## src/rtl/traffic_pkg.sv

```systemverilog
// Shared phase codes, lamp encodings and phase-duration lookup for the traffic controller.
package traffic_pkg;

  typedef enum logic [2:0] {
    NS_GREEN   = 3'd0,
    NS_YELLOW  = 3'd1,
    ALL_RED_1  = 3'd2,
    EW_GREEN   = 3'd3,
    EW_YELLOW  = 3'd4,
    ALL_RED_2  = 3'd5,
    PED_WALK   = 3'd6,
    PH_ILLEGAL = 3'd7
  } phase_e;

  localparam logic [2:0] LIGHT_RED = 3'b100;
  localparam logic [2:0] LIGHT_YEL = 3'b010;
  localparam logic [2:0] LIGHT_GRN = 3'b001;

  // Counter load value for a phase: duration minus one, with a zero duration treated as one.
  function automatic int unsigned phase_dur_m1(phase_e p, int unsigned green,
                                               int unsigned yellow, int unsigned allred,
                                               int unsigned walk);
    int unsigned d;
    case (p)
      NS_GREEN, EW_GREEN:   d = green;
      NS_YELLOW, EW_YELLOW: d = yellow;
      PED_WALK:             d = walk;
      default:              d = allred;
    endcase
    if (d == 0) d = 1;
    return d - 1;
  endfunction

endpackage

```

## src/rtl/traffic_phase_controller_if.sv

```systemverilog
// Tick/request inputs and lamp/phase outputs of the traffic phase controller.
interface traffic_phase_controller_if;
  logic       tick;
  logic       ped_req;
  logic       ped_ack;
  logic       walk;
  logic [2:0] ns_light;
  logic [2:0] ew_light;
  logic [2:0] phase;

  modport master (
    output tick, ped_req,
    input  ped_ack, walk, ns_light, ew_light, phase
  );

  modport slave (
    input  tick, ped_req,
    output ped_ack, walk, ns_light, ew_light, phase
  );
endinterface

```

## src/rtl/phase_timer.sv

```systemverilog
// Down-counter timing one phase in ticks; expire fires on the tick that finds the count at zero.
module phase_timer #(
  parameter int unsigned          CNT_W   = 8,
  parameter logic [CNT_W-1:0]     RST_VAL = '0
) (
  input  logic             clk,
  input  logic             reset,
  input  logic             load,
  input  logic [CNT_W-1:0] load_val,
  input  logic             tick,
  output logic             expire
);

  logic [CNT_W-1:0] count_q;

  always_ff @(posedge clk or posedge reset) begin
    if (reset) begin
      count_q <= RST_VAL;
    end else if (load) begin
      count_q <= load_val;
    end else if (tick && (count_q != '0)) begin
      count_q <= count_q - CNT_W'(1);
    end
  end

  assign expire = tick && (count_q == '0);

endmodule

```

## src/rtl/traffic_phase_controller.sv

```systemverilog
// Intersection phase sequencer driven by the divider tick; pedestrian walk phase exists only
// when TRAFFIC_PED_EN is defined.
module traffic_phase_controller
  import traffic_pkg::*;
#(
  parameter int unsigned GREEN_TICKS  = 10,
  parameter int unsigned YELLOW_TICKS = 3,
  parameter int unsigned ALLRED_TICKS = 1,
  parameter int unsigned WALK_TICKS   = 5,
  parameter int unsigned CNT_W        = 8
) (
  input logic                        clk,
  input logic                        reset,
  traffic_phase_controller_if.slave  bus
);

  localparam logic [CNT_W-1:0] RST_CNT =
    CNT_W'(phase_dur_m1(ALL_RED_2, GREEN_TICKS, YELLOW_TICKS, ALLRED_TICKS, WALK_TICKS));

  phase_e           phase_q, phase_d;
  logic             expire;
  logic             load;
  logic [CNT_W-1:0] load_val;
  logic [2:0]       ns_light, ew_light;

`ifdef TRAFFIC_PED_EN
  logic ped_pending_q, ped_pending_d;
  logic next_ew_q, next_ew_d;
  logic ped_ack_q, ped_ack_d;
`endif

  phase_timer #(
    .CNT_W   (CNT_W),
    .RST_VAL (RST_CNT)
  ) u_phase_timer (
    .clk      (clk),
    .reset    (reset),
    .load     (load),
    .load_val (load_val),
    .tick     (bus.tick),
    .expire   (expire)
  );

  always_comb begin
    phase_d = phase_q;
`ifdef TRAFFIC_PED_EN
    ped_pending_d = ped_pending_q | bus.ped_req;
    next_ew_d     = next_ew_q;
    ped_ack_d     = 1'b0;
`endif
    case (phase_q)
      NS_GREEN:  if (expire) phase_d = NS_YELLOW;
      NS_YELLOW: if (expire) phase_d = ALL_RED_1;
      ALL_RED_1: if (expire) phase_d = EW_GREEN;
      EW_GREEN:  if (expire) phase_d = EW_YELLOW;
      EW_YELLOW: if (expire) phase_d = ALL_RED_2;
      ALL_RED_2: if (expire) phase_d = NS_GREEN;
`ifdef TRAFFIC_PED_EN
      PED_WALK:  if (expire) phase_d = next_ew_q ? EW_GREEN : NS_GREEN;
`endif
      default:   phase_d = ALL_RED_2;
    endcase
`ifdef TRAFFIC_PED_EN
    // A request arriving in the expiry cycle itself still diverts into the walk, and is
    // absorbed there rather than re-latched.
    if (expire && ped_pending_d && (phase_q == ALL_RED_1 || phase_q == ALL_RED_2)) begin
      next_ew_d     = (phase_q == ALL_RED_1);
      phase_d       = PED_WALK;
      ped_pending_d = 1'b0;
      ped_ack_d     = 1'b1;
    end
`endif
    load     = (phase_d != phase_q);
    load_val = CNT_W'(phase_dur_m1(phase_d, GREEN_TICKS, YELLOW_TICKS, ALLRED_TICKS,
                                   WALK_TICKS));
  end

  always_ff @(posedge clk or posedge reset) begin
    if (reset) begin
      phase_q       <= ALL_RED_2;
`ifdef TRAFFIC_PED_EN
      ped_pending_q <= 1'b0;
      next_ew_q     <= 1'b0;
      ped_ack_q     <= 1'b0;
`endif
    end else begin
      phase_q       <= phase_d;
`ifdef TRAFFIC_PED_EN
      ped_pending_q <= ped_pending_d;
      next_ew_q     <= next_ew_d;
      ped_ack_q     <= ped_ack_d;
`endif
    end
  end

  always_comb begin
    ns_light = LIGHT_RED;
    ew_light = LIGHT_RED;
    case (phase_q)
      NS_GREEN:  ns_light = LIGHT_GRN;
      NS_YELLOW: ns_light = LIGHT_YEL;
      EW_GREEN:  ew_light = LIGHT_GRN;
      EW_YELLOW: ew_light = LIGHT_YEL;
      default:   ;
    endcase
  end

  assign bus.ns_light = ns_light;
  assign bus.ew_light = ew_light;
  assign bus.phase    = phase_q;

`ifdef TRAFFIC_PED_EN
  assign bus.walk    = (phase_q == PED_WALK);
  assign bus.ped_ack = ped_ack_q;
`else
  logic unused_ped_req;
  assign unused_ped_req = bus.ped_req;
  assign bus.walk       = 1'b0;
  assign bus.ped_ack    = 1'b0;
`endif

endmodule

```

## src/flat_wrapper.sv

```systemverilog
// flat-port wrapper written by rule: the top's interface ports become plain ports
module traffic_phase_controller_flat import traffic_pkg::*;
#(
  parameter int unsigned GREEN_TICKS  = 10,
  parameter int unsigned YELLOW_TICKS = 3,
  parameter int unsigned ALLRED_TICKS = 1,
  parameter int unsigned WALK_TICKS   = 5,
  parameter int unsigned CNT_W        = 8
)
  (clk, reset, bus_tick, bus_ped_req, bus_ped_ack, bus_walk, bus_ns_light, bus_ew_light, bus_phase);
  traffic_phase_controller_if bus_i ();
  input logic clk;
  input logic reset;
  input wire logic [$bits(bus_i.tick)-1:0] bus_tick;
  input wire logic [$bits(bus_i.ped_req)-1:0] bus_ped_req;
  output wire logic [$bits(bus_i.ped_ack)-1:0] bus_ped_ack;
  output wire logic [$bits(bus_i.walk)-1:0] bus_walk;
  output wire logic [$bits(bus_i.ns_light)-1:0] bus_ns_light;
  output wire logic [$bits(bus_i.ew_light)-1:0] bus_ew_light;
  output wire logic [$bits(bus_i.phase)-1:0] bus_phase;
  assign bus_i.tick = bus_tick;
  assign bus_i.ped_req = bus_ped_req;
  assign bus_ped_ack = bus_i.ped_ack;
  assign bus_walk = bus_i.walk;
  assign bus_ns_light = bus_i.ns_light;
  assign bus_ew_light = bus_i.ew_light;
  assign bus_phase = bus_i.phase;
  traffic_phase_controller #(.GREEN_TICKS(GREEN_TICKS), .YELLOW_TICKS(YELLOW_TICKS), .ALLRED_TICKS(ALLRED_TICKS), .WALK_TICKS(WALK_TICKS), .CNT_W(CNT_W)) u_core (.clk(clk), .reset(reset), .bus(bus_i));
endmodule
```

## config.mk

```make
export PLATFORM = sky130hd
export DESIGN_NAME = traffic_phase_controller_flat
export DESIGN_NICKNAME = d
export VERILOG_FILES = /design/src/rtl/traffic_pkg.sv /design/src/rtl/traffic_phase_controller_if.sv /design/src/rtl/phase_timer.sv /design/src/rtl/traffic_phase_controller.sv /design/src/flat_wrapper.sv
export SDC_FILE = /design/constraint.sdc
export NUM_CORES = 1
export LEC_CHECK = 0
export ABC_AREA = 1
export CAP_MARGIN = 20
export CORE_MARGIN = 2
export CORE_UTILIZATION = 45
export DETAILED_ROUTE_END_ITERATION = 8
export PLACE_DENSITY_LB_ADDON = 0.2
export SLEW_MARGIN = 20
export SYNTH_ARGS = -nofsm -noshare
export SYNTH_HDL_FRONTEND = slang
export SYNTH_SLANG_ARGS = --single-unit
```

## constraint.sdc

```tcl
create_clock -name clk -period 2 [get_ports clk]
set_input_delay 0.4 -clock clk [delete_from_list [all_inputs] [get_ports clk]]
set_output_delay 0.4 -clock clk [all_outputs]
set_load 0.05 [all_outputs]
```

==> flow_metrics.env, run 1 <==
export IMPL_num_antenna_cells=0
export IMPL_start_util_pct=47.40
export IMPL_syn_area_per_cell_um2=7.293
export IMPL_power_density_nw_per_um2=1843
export IMPL_grtUsageMet3_pct=2.353
export IMPL_gp_congestion=0.8789
export IMPL_critPathSlowestCell="clkdlybuf4s50_1"
export IMPL_end_kind="output pin"
export IMPL_antenna_found_initial=0
export IMPL_fillCellCount=141
export IMPL_cts_tree="yes"
export IMPL_vdd_drop_max_mv=1.169
export IMPL_p_switching_w=0.001103
export IMPL_p_clk_share_pct=7.4
export IMPL_seqPwrFrac_pct=23.4
export IMPL_grt_max_degree=12
export IMPL_path_delay_family="buffers and inverters"
export IMPL_clk_latency_ns=0.29
export IMPL_globalRouteOverflowTotal=0
export IMPL_route_detailed_drc=0
export IMPL_synth_warnings=0
export IMPL_syn_area_um2=809.5
export IMPL_dpl_hpwl_um=1309
export IMPL_syn_inst=111
export IMPL_areaGrowthSynthToFinish_pct=44.51
export IMPL_viasPerCell=4.937
export IMPL_cts_buffers=3
export IMPL_htreeDepth=1
export IMPL_startpoint_type="flop"
export IMPL_layout_commonest_cell="inv_1"
export IMPL_run_status="finished, final reports clean"
export IMPL_clock_path_buffers=2
export IMPL_synth_area_top_cells="dfrtp_1, inv_1, nand2_1"
export IMPL_arrival_ns=1.55
export IMPL_dr_pass1_iters=4
export IMPL_layout_nets=142
export IMPL_period_needed_ns=1.949
export IMPL_layout_common_cells="inv_1, nand2_1, buf_4"
export IMPL_p_int_w=0.001053
export IMPL_synth_cell_types=28
export IMPL_final_antenna_net_count=0
export IMPL_vias=785
export IMPL_rsz0062_at_grt="no"
export IMPL_stdcell_area_um2=1170
export IMPL_yosys_register_bits=11
export IMPL_period_share_pct=97.47
export IMPL_hold_ws_ns=0.4181
export IMPL_synth_top_cell_area_share_pct=27.82
export IMPL_critPathBufInv=1
export IMPL_wl_um=1782
export IMPL_cp_required_ns=1.60
export IMPL_clock_root_buffer="clkbuf_4"
export IMPL_maxSlewViolCount=0
export IMPL_drive_above_1_share_pct=43.28
export IMPL_grt_pass1_vias=682
export IMPL_combPwrFrac_pct=69.2
export IMPL_die_w_um=46.42
export IMPL_hold_viol_final=0
export IMPL_port_buffers=11
export IMPL_crit_path_max_incr_delay_ns=0.83
export IMPL_fin_ws_ns=0.05054
export IMPL_core_um2=1708
export IMPL_worstPathCellList="clkdlybuf4s50_1"
export IMPL_clkTransAtPathRegs_ns=0.08
export IMPL_yosysTopAreaCell="dfrtp_1"
export IMPL_path_max_fanout=6
export IMPL_die_y_um=46.42
export IMPL_setup_violations=0
export IMPL_cap_violations=0
export IMPL_placed_cell_area_um2=1087
export IMPL_place_ws_ns=-0.2874
export IMPL_worstHoldPathType="input pin to asynchronous set/reset pin"
export IMPL_cts_sinks=11
export IMPL_die_area_um2=2154
export IMPL_drtIter0Drc=17
export IMPL_grt_usage_pct=17.86
export IMPL_leakagePower_nw=0.5705
export IMPL_busiest_layer="met2"
export IMPL_grt_pass1_wl_um=2753
export IMPL_ios=15
export IMPL_fin_skew_ns=0.01416
export IMPL_grtUsageMet1_pct=24.40
export IMPL_path_class="flop to output pin"
export IMPL_rows=15
export IMPL_fmax_mhz=513.0
export IMPL_use_met2_pct=27.50
export IMPL_avgRoutedWirePerCell_um=11.21
export IMPL_synth_seq_area_share_pct=34.31
export IMPL_switching_share_pct=51.15
-- per-stage QoR --
step                      cells  util, %  total power [W]  TNS (ns)
after global placement      154    63.66         0.001896   -0.4920
after CTS                   158    65.27         0.002082         0
after floorplan             112        -         0.001349         0
after global routing        159    68.50         0.002304         0
after detailed placement    154    63.66         0.001916   -0.5249
final                       159    68.50         0.002156         0
-- state kept, by name, summed over array words and instances (netlist names) --
signal and count:
u_core.u_phase_timer.count_q 8, u_core.bus.phase 3
-- cells by family (layout without fill, tap and decap cells) --
logic type / Yosys count / after routing / share of synthesized area [%]
AOI/OAI and AO/OA: 18 / 18 / 13.91
other: 1 / 2 / 0.4632
buffers and inverters: 26 / 48 / 13.14
and+or+nand+nor: 51 / 51 / 32.46
adders and majority gates: 3 / 3 / 4.637
DFF: 11 / 11 / 34.31
xor gates and xnor gates: 1 / 1 / 1.082
-- cell usage after synthesis, drive strengths merged --
| library cell | number |
|---|---|
| nand4 | 1 |
| nor2 | 16 |
| dfrtp | 9 |
| xor2 | 1 |
| dfstp | 2 |
| ha | 3 |
| a31oi | 2 |
| o31ai | 1 |
| a22oi | 1 |
| a32oi | 1 |
| buf | 3 |
| a21oi | 9 |
| nor3 | 4 |
| nand3 | 5 |
| conb | 1 |
| inv | 23 |
| nand2 | 23 |
| o21ai | 4 |
| nor4 | 2 |
-- power by group through the flow --
stage               sequential [W]  combinational [W]  clock, W
detailed placement        0.000498            0.00142         0
CTS                       0.000495            0.00142  0.000166
finish                    0.000505            0.00149  0.000161
floorplan                 0.000552           0.000798         0
global placement          0.000498            0.00140         0
global route              0.000523            0.00160  0.000176
-- worst paths after layout --
path,from,to,slack [ns],depth (start not counted)
worst min register to register,u_core.u_phase_timer.count_q[3],u_core.u_phase_timer.count_q[3],0.62,2
max in group asynchronous,reset,u_core.bus.phase[2],1.22,2
worst max register to register,u_core.u_phase_timer.count_q[1],u_core.u_phase_timer.count_q[1],0.12,13
min in group clk,u_core.u_phase_timer.count_q[3],u_core.u_phase_timer.count_q[3],0.62,2
worst max-delay path,u_core.bus.phase[1],bus_phase[1],0.05,1
worst min-delay path,reset,u_core.u_phase_timer.count_q[6],0.42,2
-- per-layer routing --
layer / up-vias / wire [µm]
met2: 22 / 872
met5: - / 0
li1: 397 / -
met4: 0 / 34
met1: 361 / 811
met3: 5 / 64
-- repair_timing --
action / in CTS / in global routing
resized for setup: 0 / 17
buffers inserted: 0 / 1
hold endpoints to repair: 0 / 0
hold buffers: 0 / 0
endpoints found under the setup margin: 0 / 2
-- cell type report --
class                      count  area (µm²)  area share [%]
tap                           25       31.28           2.674
inverter                      23       86.33           7.380
clock buffer                   3       22.52           1.925
sequential                    11       282.8           24.17
clock inverter                 1       5.005          0.4278
timing repair buffer          21       242.7           20.75
multi-input combinational     75       499.2           42.67
(Power assumes the default switching activity.)
==> inputs of run 2 (changes only) <==
Settings changed: CORE_UTILIZATION 45 to 46, SYNTH_HIERARCHICAL set to 1.
==> run 2 against run 1 <==
Effect of this change:
- total power is 13% higher
- fmax shrank 6.6%
- the run now ends with negative setup slack left
- clock power is essentially flat
==> flow_metrics.env, run 2 <==
export IMPL_synth_fa_ha_area_share_pct=2.801
export IMPL_critPathSlowestCell="dfrtp_1"
export IMPL_fin_ws_ns=-0.08819
export IMPL_synth_warnings=6
export IMPL_period_share_pct=104.4
export IMPL_drive_above_1_share_pct=42.78
export IMPL_cts_hold_buf=0
export IMPL_synth_seq_area_share_pct=31.09
export IMPL_die_y_um=48.07
export IMPL_synth_main_ff_cell="dfrtp_1"
export IMPL_cap_violations=0
export IMPL_grt_pass1_vias=860
export IMPL_top_register="u_core/u_phase_timer/count_q"
export IMPL_violations="negative setup slack"
export IMPL_clock_root_buffer="clkbuf_4"
export IMPL_synth_area_top_cells="dfrtp_1, nand2_1, inv_1"
export IMPL_clkTransAtPathRegs_ns=0.07
export IMPL_grt_max_degree=13
export IMPL_globalRouteOverflowTotal=0
export IMPL_fillCellCount=138
export IMPL_clock_path_buffers=2
export IMPL_grt_usage_pct=21.60
export IMPL_htreeDepth=1
export IMPL_core_um2=1783
export IMPL_syn_area_um2=893.4
export IMPL_cp_required_ns=2.17
export IMPL_seq_area_um2=282.8
export IMPL_worstPathCellList="inv_2 -> ha_4 -> nand2_2 -> inv_2 -> nand2_4 -> nor2_4 -> nand2_4 -> nand2_4 -> nand3_4 -> nand3_2 -> nand2_2 -> ha_4 -> inv_2 -> nand2_1 -> o21ai_1 -> nand2_1 -> o21ai_2"
export IMPL_path_delay_family="simple AND/OR/NAND/NOR gates"
export IMPL_synth_common_cells="nand2_1, inv_1, nor2_1"
export IMPL_end_kind="flop"
export IMPL_synth_edf_count=0
export IMPL_drtIter0Drc=44
export IMPL_rows=15
export IMPL_cts_sinks=11
export IMPL_start_util_pct=50.11
export IMPL_yosys_cell_count_top_type="nand2_1"
export IMPL_layout_common_cells="nand2_1, buf_4, inv_1"
export IMPL_fin_util_pct=79.16
export IMPL_yosysTopAreaCell="dfrtp_1"
export IMPL_die_area_um2=2311
export IMPL_layout_nets=187
export IMPL_wl_um=2545
export IMPL_viasPerCell=5.132
export IMPL_hold_viol_final=0
export IMPL_syn_inst=140
export IMPL_final_antenna_net_count=0
export IMPL_setup_violations=2
export IMPL_areaGrowthSynthToFinish_pct=57.98
export IMPL_largest_reg_flops=8
export IMPL_startpoint_type="flop"
export IMPL_fmax_mhz=478.9
export IMPL_synth_simple_gate_area_share_pct=42.02
export IMPL_worstHoldPathType="input pin to asynchronous set/reset pin"
export IMPL_route_detailed_drc=0
export IMPL_synth_top_cell_area_share_pct=25.21
export IMPL_dr_pass1_iters=4
export IMPL_rsz0062_at_grt="yes"
export IMPL_ios=15
export IMPL_yosys_register_bits=11
export IMPL_layout_commonest_cell="nand2_1"
export IMPL_avgRoutedWirePerCell_um=12.41
export IMPL_leakagePower_nw=0.7509
export IMPL_clk_latency_ns=0.28
export IMPL_power_density_nw_per_um2=1733
export IMPL_maxSlewViolCount=0
export IMPL_vdd_drop_max_mv=1.232
export IMPL_cts_tree="yes"
export IMPL_synth_top_family_by_area="simple AND/OR/NAND/NOR gates"
export IMPL_critPathBufInv=3
export IMPL_synth_xor_area_share_pct=0.9804
export IMPL_path_class="flop to flop"
export IMPL_die_w_um=48.07
export IMPL_synth_cell_types=25
export IMPL_crit_path_start="u_core/u_phase_timer/count_q[0]"
export IMPL_r2r_start="u_core/u_phase_timer/count_q[0]"
export IMPL_multi_input_area_um2=636.9
export IMPL_async_reset_ff_share_pct=100.0
export IMPL_arrival_ns=2.26
export IMPL_synthMuxAreaShare_pct=0
export IMPL_dpl_hpwl_um=1539
export IMPL_synth_compound_area_share_pct=8.263
export IMPL_port_buffers=11
export IMPL_period_needed_ns=2.088
export IMPL_syn_area_per_cell_um2=6.381
export IMPL_vias=1052
export IMPL_grt_pass1_wl_um=3436
export IMPL_fin_skew_ns=0.001756
export IMPL_path_max_fanout=4
export IMPL_run_status="complete, but fails checks"
export IMPL_place_ws_ns=-0.2340
export IMPL_crit_path_max_incr_delay_ns=0.40
export IMPL_antenna_found_initial=0
export IMPL_num_antenna_cells=0
export IMPL_gp_congestion=0.8837
export IMPL_cts_buffers=3
-- run 2: power breakdown --
part / switching [W] / total [W] / internal [W]
combinational: 0.00105 / 0.00184 / 0.000789
clock: 0.0000827 / 0.000160 / 0.0000774
sequential: 0.000108 / 0.000447 / 0.000340
total: 0.00124 / 0.00245 / 0.00121
-- run 2: final cells by class --
cell class                 count  area share (%)
clock buffer                   4           1.862
inverter                      28           7.979
multi-input combinational    102           45.12
sequential                    11           20.04
tap                           25           2.216
timing repair buffer          35           22.78
-- run 2: path summary, 6_finish.rpt --
path | slack (ns) | to | cells after the start
worst max-delay path | -0.09 | u_core/u_phase_timer/count_q[1] | 17
worst min-delay path | 0.30 | u_core/bus.phase[1] | 2
worst max register to register | -0.09 | u_core/u_phase_timer/count_q[1] | 17
worst min register to register | 0.62 | u_core/u_phase_timer/count_q[0] | 3
max in group asynchronous | 1.31 | u_core/u_phase_timer/count_q[0] | 2
min in group clk | 0.62 | u_core/u_phase_timer/count_q[0] | 3
-- run 2: worst register-to-register path, delay by kind of cell, from the launching register on --
kind	cells	cell delay [ns]
buf+inv	3	0.17
compound gates	2	0.10
flops	1	0.40
simple gates	10	0.90
fa+ha+maj	2	0.41
-- run 2: through the flow --
stage	TNS, ns	area, µm²	power (W)	hold WS (ns)	instances
2_1_floorplan	0	962.2	0.001413	0.1524	145
3_3_place_gp	-0.3247	1250	0.001962	0.5910	196
3_5_place_dp	-0.4538	1250	0.002002	0.6001	196
4_1_cts	0	1281	0.002171	0.3035	200
5_1_grt	-0.5368	1411	0.002624	0.3347	205
6_report	-0.1678	1411	0.002445	0.2980	205
-- run 2: cell families after synthesis --
group / Yosys count
fa+ha+maj: 2
flops: 11
simple gates: 82
buf+inv: 32
other cells: 1
compound gates: 11
xor+xnor: 1
-- run 2: metal layers --
| metal | GRT usage [%] | vias up | part of all wire (%) |
|---|---|---|---|
| li1 | - | 500 | - |
| met1 | 28.90 | 494 | 40 |
| met2 | 34.13 | 50 | 50 |
| met3 | 4.528 | 8 | 6.3 |
| met4 | 8.108 | 0 | 3.5 |
| met5 | 0 | - | 0 |
-- run 2: timing repair --
action | in CTS | in global routing
resized for setup | 2 | 23
pin swaps | 0 | 9
buffers inserted | 0 | 5
setup endpoints to repair | 1 | 4
==> inputs of run 3 (changes only) <==
Settings changed: ABC_CLOCK_PERIOD_IN_PS set to 2000, CORE_MARGIN 2 to not set.
==> run 3 against run 2 <==
Effect of this change:
- the flow still finishes with violations (negative setup slack)
- clock power grew 7%
- total power grew 6.5%
- design area grew 4.2%
- count of clock-buffer cells in the layout is the same
- highest routed layer unchanged
- core utilization grew 4.2 points
- critical path type unchanged
- via count grew 4.9%
- global-route usage grew 4.2 points
- wire length grew 20%
- clock skew grew 0.0025 ns
==> flow_metrics.env, run 3 (same netlist as run 2, synthesis figures left out) <==
export IMPL_cts_buffers=3
export IMPL_die_y_um=46.07
export IMPL_die_area_um2=2122
export IMPL_worstPathCellList="nor2_2 -> nand2_2 -> inv_2 -> nand2_4 -> nor2_4 -> nand2_4 -> nand2_4 -> nand3_4 -> nand3_2 -> nand2_2 -> ha_4 -> inv_2 -> nand2_1 -> o21ai_1 -> nand2_1 -> o21ai_2"
export IMPL_areaGrowthSynthToFinish_pct=64.57
export IMPL_crit_path_max_incr_delay_ns=0.43
export IMPL_grt_max_degree=13
export IMPL_htreeDepth=1
export IMPL_switching_share_pct=51.03
export IMPL_globalRouteOverflowTotal=0
export IMPL_rrSetupSlack_ns=-0.08
export IMPL_clock_path_buffers=2
export IMPL_fillCellCount=110
export IMPL_cp_required_ns=2.18
export IMPL_start_util_pct=50.64
export IMPL_p_switching_w=0.001329
export IMPL_wl_um=3045
export IMPL_cts_sinks=11
export IMPL_combPwrFrac_pct=76.4
export IMPL_run_status="complete, but fails checks"
export IMPL_power_density_nw_per_um2=1772
export IMPL_port_buffers=11
export IMPL_path_max_fanout=4
export IMPL_seqPwrFrac_pct=17.1
export IMPL_leakagePower_nw=0.7810
export IMPL_dr_pass1_iters=4
export IMPL_path_class="flop to flop"
export IMPL_grt_pass1_wl_um=3870
export IMPL_antenna_found_initial=0
export IMPL_maxSlewViolCount=0
export IMPL_num_antenna_cells=0
export IMPL_worstHoldPathType="input pin to asynchronous set/reset pin"
export IMPL_fmax_mhz=480.4
export IMPL_drtIter0Drc=72
export IMPL_rows=15
export IMPL_period_needed_ns=2.082
export IMPL_layout_common_cells="buf_4, nand2_1, inv_1"
export IMPL_fin_skew_ns=0.004265
export IMPL_vdd_drop_max_mv=1.229
export IMPL_clkTransAtPathRegs_ns=0.09
export IMPL_clock_root_buffer="clkbuf_4"
export IMPL_top_register="u_core/u_phase_timer/count_q"
export IMPL_r2r_start="u_core/u_phase_timer/count_q[3]"
export IMPL_core_um2=1764
export IMPL_startpoint_type="flop"
export IMPL_avgRoutedWirePerCell_um=14.30
export IMPL_gp_congestion=0.8650
export IMPL_grt_usage_pct=25.82
export IMPL_rsz0062_at_grt="yes"
export IMPL_fin_ws_ns=-0.08176
export IMPL_cap_violations=0
export IMPL_cts_hold_buf=0
export IMPL_end_kind="flop"
export IMPL_period_share_pct=104.1
export IMPL_arrival_ns=2.26
export IMPL_cts_tree="yes"
export IMPL_die_w_um=46.07
export IMPL_layout_commonest_cell="buf_4"
export IMPL_grt_pass1_vias=934
export IMPL_r2r_end="u_core/u_phase_timer/count_q[1]"
export IMPL_dp_cells=196
export IMPL_reg2reg_depth=16
export IMPL_final_antenna_net_count=0
export IMPL_finalPower_w=0.002605
export IMPL_violations="negative setup slack"
export IMPL_drive_above_1_share_pct=45.74
export IMPL_final_cells=213
export IMPL_clk_latency_ns=0.28
export IMPL_vias=1104
export IMPL_largest_reg_flops=8
export IMPL_viasPerCell=5.183
export IMPL_p_int_w=0.001276
export IMPL_critPathSlowestCell="dfrtp_1"
export IMPL_cp_common_cell="nand2_4"
export IMPL_layout_nets=195
export IMPL_hold_viol_final=0
export IMPL_route_detailed_drc=0
export IMPL_ios=15
export IMPL_setup_violations=3
export IMPL_p_clk_share_pct=6.6
export IMPL_dpl_hpwl_um=1652
[run 3: changes by cell type in the layout (fill, tap and decap cells not counted), sizes merged]
cell / previous run / this run
clkinvlp: 2 / 3
buf: 33 / 40
[run 3: cell type report]
class / instances / area (µm²) / area share (%)
Tap cell: 25 / 31.28 / 2.128
Sequential cell: 11 / 282.8 / 19.23
Inverter: 28 / 112.6 / 7.660
Multi-Input combinational cell: 102 / 634.4 / 43.15
Clock buffer: 4 / 26.28 / 1.787
Timing Repair inverter: 1 / 5.005 / 0.3404
Timing Repair Buffer: 42 / 377.9 / 25.70
[run 3: worst max-delay path by stage]
stage / depth (start not counted) / from / slack, ns / endpoint
detailed placement: 13 / bus_tick / -0.25 / u_core/u_phase_timer/count_q[1]
CTS: 18 / u_core/u_phase_timer/count_q[0] / -0.03 / u_core/u_phase_timer/count_q[1]
global placement: 14 / bus_tick / -0.22 / u_core/u_phase_timer/count_q[1]
global route: 16 / u_core/u_phase_timer/count_q[3] / -0.18 / u_core/u_phase_timer/count_q[1]
finish: 16 / u_core/u_phase_timer/count_q[3] / -0.08 / u_core/u_phase_timer/count_q[1]
floorplan: 17 / u_core/u_phase_timer/count_q[1] / 0.005 / u_core/u_phase_timer/count_q[1]
[run 3: timing repair]
action	in CTS	in global routing
pin swaps	8	12
gates resized for setup	16	10
buffers inserted	5	7
cloned	0	1
setup endpoints to repair	1	10
[run 3: layer usage]
layer | wire length (µm) | track usage, % | vias to the layer above
met5 | 0 | 0 | -
met1 | 1166 | 32.03 | 511
met2 | 1541 | 44.51 | 68
met3 | 232 | 4.706 | 14
li1 | - | - | 511
met4 | 104 | 8.824 | 0
[run 3: worst max-delay path: cells and delay by family, from the launching register on]
family,cells,cell delay (ns)
adder cells (fa/ha/maj),1,0.27
AND/OR/NAND/NOR,11,1.05
buffers and inverters,2,0.10
flip-flops,1,0.43
AO/OA/AOI/OAI,2,0.10
[run 3: stage by stage]
step           hold slack (ns)  cell area (µm²)  setup TNS [ns]  util [%]  setup WS [ns]
2_1_floorplan           0.1524            962.2               0         -       0.005399
4_1_cts                 0.3295             1380        -0.06996     78.23       -0.03439
5_1_grt                 0.3526             1470         -0.6474     83.33        -0.1800
6_report                0.3230             1470         -0.1983     83.33       -0.08176
3_3_place_gp            0.5914             1250         -0.3389     70.85        -0.2183
3_5_place_dp            0.5970             1250         -0.4425     70.85        -0.2474
[run 3: power groups by stage]
stage / combinational [W] / clock [W] / sequential (W)
final: 0.00199 / 0.000171 / 0.000445
after global routing: 0.00212 / 0.000181 / 0.000456
after CTS: 0.00175 / 0.000166 / 0.000442
after detailed placement: 0.00158 / 0 / 0.000437
after global placement: 0.00153 / 0 / 0.000431
after floorplan: 0.000906 / 0 / 0.000507
